--- config.mk ---
export PLATFORM = sky130hd
export DESIGN_NAME = challenge_sequencer
export DESIGN_NICKNAME = d
export VERILOG_FILES = /design/src/rtl/challenge_sequencer_pkg.sv /design/src/rtl/challenge_sequencer_settle_timer.sv /design/src/rtl/challenge_sequencer.sv
export SDC_FILE = /design/constraint.sdc
export NUM_CORES = 1
export LEC_CHECK = 0
export CORE_MARGIN = 5
export CORE_UTILIZATION = 56
export DETAILED_ROUTE_END_ITERATION = 16
export PLACE_DENSITY = 0.86
export SYNTH_ARGS = -nofsm -noshare
export SYNTH_HDL_FRONTEND = slang
export SYNTH_SLANG_ARGS = --single-unit
--- constraint.sdc ---
create_clock -name clk -period 4.6 [get_ports clk]
set_input_delay 0.92 -clock clk [delete_from_list [all_inputs] [get_ports clk]]
set_output_delay 0.92 -clock clk [all_outputs]
set_load 0.05 [all_outputs]
--- src/rtl/challenge_sequencer_pkg.sv ---
// Purpose   : shared types and constants for the challenge sequencer slice.
// Latency   : n/a (declarations only).
// Backpressure: n/a.
package challenge_seq_pkg;

  localparam int CHALLENGE_W = 8;
  localparam int SWEEP_LEN   = 256;

  typedef logic [CHALLENGE_W-1:0] chal_t;

  typedef enum logic [2:0] {
    IDLE,
    RESET_SCR,
    SETTLE,
    OUTPUT,
    DONE
  } state_t;

endpackage

--- src/rtl/challenge_sequencer_settle_timer.sv ---
// Purpose   : counts settle cycles; terminal pulses on the last counted cycle.
// Latency   : terminal is combinational from the count (SETTLE_CYCLES cycles after clear).
// Backpressure: none; counts only while en is high, holds otherwise.
//
// Ports: clk, rst (async active-low), clear (zero the count), en (advance),
//        terminal (en && count == SETTLE_CYCLES-1).
module settle_timer #(
  parameter int SETTLE_CYCLES = 255
) (
  input  logic clk,
  input  logic rst,
  input  logic clear,
  input  logic en,
  output logic terminal
);

  localparam logic [7:0] LAST = 8'(SETTLE_CYCLES - 1);

  logic [7:0] count;

  always_ff @(posedge clk or negedge rst) begin
    if (!rst) begin
      count <= 8'd0;
    end else if (clear) begin
      count <= 8'd0;
    end else if (en) begin
      count <= count + 8'd1;
    end
  end

  assign terminal = en && (count == LAST);

endmodule

--- src/rtl/challenge_sequencer.sv ---
// Purpose   : sweeps all 256 challenges through the scrambler and streams CRPs.
// Latency   : SETTLE_CYCLES+2 cycles per CRP with crp_ready high; crp_valid at E(SETTLE_CYCLES+1).
// Backpressure: crp_ready low holds OUTPUT (and the captured CRP) indefinitely.
//
// Ports: clk, rst (async active-low), start (sampled in IDLE only),
//        scr_rst/scr_challenge/scr_response (scrambler side),
//        crp_valid/crp_ready/crp_challenge/crp_response (CRP stream),
//        busy (not IDLE), done (one cycle after the 256th handshake).
// Optional: define CHALLENGE_SEQ_PARITY_EN to add crp_parity = ^{crp_challenge, crp_response}.
module challenge_sequencer
  import challenge_seq_pkg::*;
#(
  parameter int          SETTLE_CYCLES   = 255,
  parameter logic [7:0]  START_CHALLENGE = 8'h01
) (
  input  logic       clk,
  input  logic       rst,
  input  logic       start,
  output logic       scr_rst,
  output logic [7:0] scr_challenge,
  input  logic [7:0] scr_response,
  output logic       crp_valid,
  input  logic       crp_ready,
  output logic [7:0] crp_challenge,
  output logic [7:0] crp_response,
  output logic       busy,
  output logic       done
`ifdef CHALLENGE_SEQ_PARITY_EN
  ,
  output logic       crp_parity
`endif
);

  // The sweep ends on the challenge just before the starting one (mod 256).
  localparam chal_t LAST_CHAL = START_CHALLENGE - 8'd1;

  state_t state;
  chal_t  chal_reg;
  logic   settle_last;

  settle_timer #(
    .SETTLE_CYCLES(SETTLE_CYCLES)
  ) u_settle_timer (
    .clk      (clk),
    .rst      (rst),
    .clear    (state == RESET_SCR),
    .en       (state == SETTLE),
    .terminal (settle_last)
  );

  always_ff @(posedge clk or negedge rst) begin
    if (!rst) begin
      state         <= IDLE;
      chal_reg      <= START_CHALLENGE;
      scr_rst       <= 1'b0;
      scr_challenge <= START_CHALLENGE;
      crp_valid     <= 1'b0;
      crp_challenge <= 8'h00;
      crp_response  <= 8'h00;
      done          <= 1'b0;
`ifdef CHALLENGE_SEQ_PARITY_EN
      crp_parity    <= 1'b0;
`endif
    end else begin
      // Both pulses last exactly one cycle unless re-armed below.
      scr_rst <= 1'b0;
      done    <= 1'b0;
      case (state)
        IDLE: begin
          if (start) begin
            scr_rst       <= 1'b1;
            scr_challenge <= chal_reg;
            state         <= RESET_SCR;
          end
        end
        RESET_SCR: begin
          state <= SETTLE;
        end
        SETTLE: begin
          if (settle_last) begin
            crp_response  <= scr_response;
            crp_challenge <= chal_reg;
            crp_valid     <= 1'b1;
`ifdef CHALLENGE_SEQ_PARITY_EN
            crp_parity    <= ^{chal_reg, scr_response};
`endif
            state         <= OUTPUT;
          end
        end
        OUTPUT: begin
          // Captured response is held; scr_response is not looked at here.
          if (crp_ready) begin
            crp_valid <= 1'b0;
            if (chal_reg == LAST_CHAL) begin
              done  <= 1'b1;
              state <= DONE;
            end else begin
              chal_reg      <= chal_reg + 8'd1;
              scr_challenge <= chal_reg + 8'd1;
              scr_rst       <= 1'b1;
              state         <= RESET_SCR;
            end
          end
        end
        DONE: begin
          chal_reg <= START_CHALLENGE;
          state    <= IDLE;
        end
        default: begin
          state <= IDLE;
        end
      endcase
    end
  end

  assign busy = (state != IDLE);

endmodule

Yosys cells after proc, flatten, opt, wreduce, memory -nomap -nowiden
Index checks and enable logic that the tools add are counted.

storage, ports and cells
  bits of input ports = 12
  output and inout port bits = 28
  register bits = 46
  word-level logic and storage cells = 55

cells by class
  muxes and demuxes = 22
  reductions and logical operators = 13
  add/subtract/negate cells = 2
  eq/ne operators = 9

operators by type and width
  operator                                       count
  two-way mux 8 bit                              5
  one-hot mux 8 bit (2 select lines)             2
  adder 8 x 1 -> 8 bit, second input constant    2
  two-way mux 3 bit                              4
  one-hot mux 3 bit (4 select lines)             1
  AND reduction 3 bit                            3
  == test 8 bit, second input constant           1
  zero test 8 bit                                1
  two-way mux 1 bit                              8
  inequality test 2 bit, second input constant   4
  nonzero test 2 bit                             4
  == test 3 x 2 -> 1 bit, second input constant  2
  one-hot mux 1 bit (2 select lines)             2
  AND reduction 4 bit                            1
  == test 3 x 1 -> 1 bit, second input constant  1
  == test 3 bit, second input constant           1
  zero test 3 bit                                1
  nonzero test 3 bit                             1
  AND reduction 2 bit                            1
  logical AND 1 bit                              1

Logic depth before layout (Yosys ltp)
  depth in word-level cells = 4
  mapped depth = 7
  mapped depth without buffers = 6

By module
From an unflattened synthesis, not the netlist that was laid out.

unflattened totals
  cells, all modules = 186
  area total of the unflattened synthesis = 2212.1 µm²

modules (own cells, without submodules)
  module               cells an instance  area each (µm²)  seq. area each (µm²)  times used
  challenge_sequencer  145                1800.5           953.4                 1
  settle_timer         41                 411.6            200.2                 1

Least setup slack after synthesis
Ideal clock, no wire load.

  path type = register -> output
  from = register state[1]
  to = output busy
  path buffers = 1
  data arrival time = 1.242 ns
  required time = 3.680 ns
  slack = 2.438 ns
  stages on the path, launching flop included = 4
  cells stage by stage = dfrtp_1 buf_4 nor3_1 inv_1

on the way
  longest elaborated chain between the ends = 1

ends and longest elaborated chain
  what                      RTL line                    RTL
  start: declaration        challenge_sequencer.sv:37   state_t state;
  start signal: assignment  challenge_sequencer.sv:53   state <= IDLE;
  start signal: assignment  challenge_sequencer.sv:73   state <= RESET_SCR;
  start signal: assignment  challenge_sequencer.sv:77   state <= SETTLE;
  nonzero test 3 bit        challenge_sequencer.sv:116  assign busy = (state != IDLE);
  end: declaration          challenge_sequencer.sv:26   output logic busy,

No other way between the ends.

Worst setup path after layout
  from = register state[0]
  to = output busy

Same word-level chain as after synthesis.

==> qor.yml <==
yosys:
  syn_area_per_cell_um2: 11.43
  synth_cell_types: 47
  syn_inst: 202
  synth.net_count: 218
  synth_most_common_cell: "dfrtp_1"
  ys_top_cells_by_count: "dfrtp_1 (44), o21ai_0 (17), nand2_1 (14)"
  synth-seq-cells: 46
  synth_area_mm2: 0.002308
  synth_edf_count: 0
  synthTopCellsByArea: "dfrtp_1 (48%), mux2_4 (5.9%), o21ai_0 (3.7%)"
  ys_seq_area_share_pct: 49.97
  synthFlopType: "dfrtp_1"
  synth_top_area_share_pct: 47.70
  synthArstFlopShare_pct: 100.0
  yosysTopAreaCell: "dfrtp_1"
  yosys_warnings: 0
timing:
  post-route-period-util_pct: 65.89
  fin_tns_setup_ns: 0
  tightestPinTransition_ns: 1.008
  hold_viol: 0
  setup_violations: 0
  rsz0062_at_grt: "false"
  setup_slack_ns: 1.569
  relSlewSlack_pct: 32.78
  holdWs_ns: 0.5039
  final_max_slew_viol_count: 0
  fmax_mhz: 329.9
  finalCriticalPeriod_ns: 3.031
  clock_skew_ns: 0.003936
placed_design:
  gp_congestion: 0.7808
  pre_cts_slack_ns: 1.802
  io_buffer_count: 39
  dp.cells: 280
  hpwl_um: 3226
critical_path:
  critPathKind: "reg2out"
  path_max_fanout: 9
  cp-start-kind: "register"
  crit_required_ns: 3.68
  worstPathArrival_ns: 2.11
  cp-end-kind: "primary output"
die:
  die_h_um: 74.21
  initial_utilization_pct: 57.71
  num_io_pins: 40
  coreArea_mm2: 0.004000
  die_area_mm2: 0.005506
  rows: 23
  die_w_um: 74.21
layout:
  layout-drive-gt1-share_pct: 13.08
  synthToLayoutAreaGrowth_pct: 18.97
  nNetsFinal: 253
  fin_util_pct: 68.66
  fillCellCount: 297
  fin_cells: 287
  diodes: 0
clock_tree:
  cts_root_buf: "clkbuf_8"
  cts_buffer_depth: 2
  cts.sinks: 46
  numCtsBuffers: 5
  clk_pin_slew_ns: 0.08
  cts_setup_buffers: 0
  ctsResizeCount: 0
  cts_hold_buffers: 0
  clk_latency_ns: 0.29
  cts_tree: "yes"
  htree_levels: 2
detailed_routing:
  vias: 1639
  route.detailed.drc: 0
  avgRoutedWirePerCell_um: 15.69
  drt-pass1-iter-count: 4
  drt-initial-drc-count: 127
  ant_nets: 0
  wl_um: 4502
  vias_per_cell: 5.711
power_and_ir_drop:
  power.leakage_nw: 1.249
  ir_worst_vdd_v: 0.0002165
  p_per_area_mw_per_mm2: 478.4
run_status:
  status: "complete, no violations"
global_routing:
  grt_overflow: 0
  grt_pass1_wl_um: 7610
  antenna_found_initial: 0
  grt_max_degree: 47
  grt_usage_pct: 18.05
  grt_pass1_vias: 1615
run:
  cap_viol_max_count: 0
hold_path:
  hold_class: "reg2reg"
## cells by family after synthesis
logic type / count (synthesis) / synth area share, %
mux: 20 / 11.11
buf+inv: 18 / 4.878
compound gates: 43 / 13.06
flops: 46 / 49.97
fa+ha+maj: 4 / 2.168
xor+xnor: 7 / 2.656
simple gates: 64 / 16.15
## worst paths after layout
kind | start | endpoint | slack (ns) | cells after the start
max in group asynchronous | rst | crp_response[3] | 3.19 | 1
max | state[0] | busy | 1.57 | 3
min | crp_valid | crp_valid | 0.50 | 1
min in group asynchronous | rst | crp_response[0] | 0.80 | 1
max reg2reg | chal_reg[0] | chal_reg[6] | 2.39 | 6
min reg2reg | crp_valid | crp_valid | 0.50 | 1
## per-layer routing
| layer | GRT usage [%] | part of all wire (%) |
|---|---|---|
| met1 | 24.82 | 47 |
| met2 | 28.54 | 46 |
| met3 | 4.324 | 5.4 |
| met4 | 5.433 | 1.2 |
| met5 | 0 | 0 |
## critical path, stage by stage, from the launching register on
cell and delay, ns:
dfrtp_1 0.49, nor3_1 0.53, inv_1 0.08, clkdlybuf4s50_1 0.72
## where the power goes
part | leakage [nW] | internal, W | switching [W]
Sequential | 0.620 | 0.000476 | 0.0000972
Combinational | 0.590 | 0.000191 | 0.000321
Clock | 0.0383 | 0.000105 | 0.000125
## through the flow
step | area (um2) | total power, W
floorplan | 2308 | 0.0009761
global placement | 2670 | 0.001079
CTS | 2746 | 0.001320
detailed placement | 2670 | 0.001091
finish | 2746 | 0.001314
global route | 2746 | 0.001400
## area by class of cell
class / instances / area, um2 / area share [%]
multi-input cells: 138 / 1042 / 37.95
clock buffers: 7 / 76.32 / 2.779
repair buffers: 39 / 385.4 / 14.03
inverters: 7 / 26.28 / 0.9567
flip-flops and latches: 46 / 1154 / 42.00
well taps: 50 / 62.56 / 2.278
## placed cells by master (no fill, tap or decap), drive strengths merged, types with 2 or more instances in the layout
master          n
dfrtp          44
clkdlybuf4s50  38
o21ai          19
mux2           18
nand2          14
nor2           13
nand3          12
inv             7
clkbuf          7
nor3            6
a21oi           6
nand2b          5
xnor2           5
and3            5
a31oi           4
ha              4
nand4           2
xor2            2
a221o           2
a41oi           2
o41ai           2
mux2i           2
o31ai           2
dfstp           2
Power figures use the tool's default switching activity.
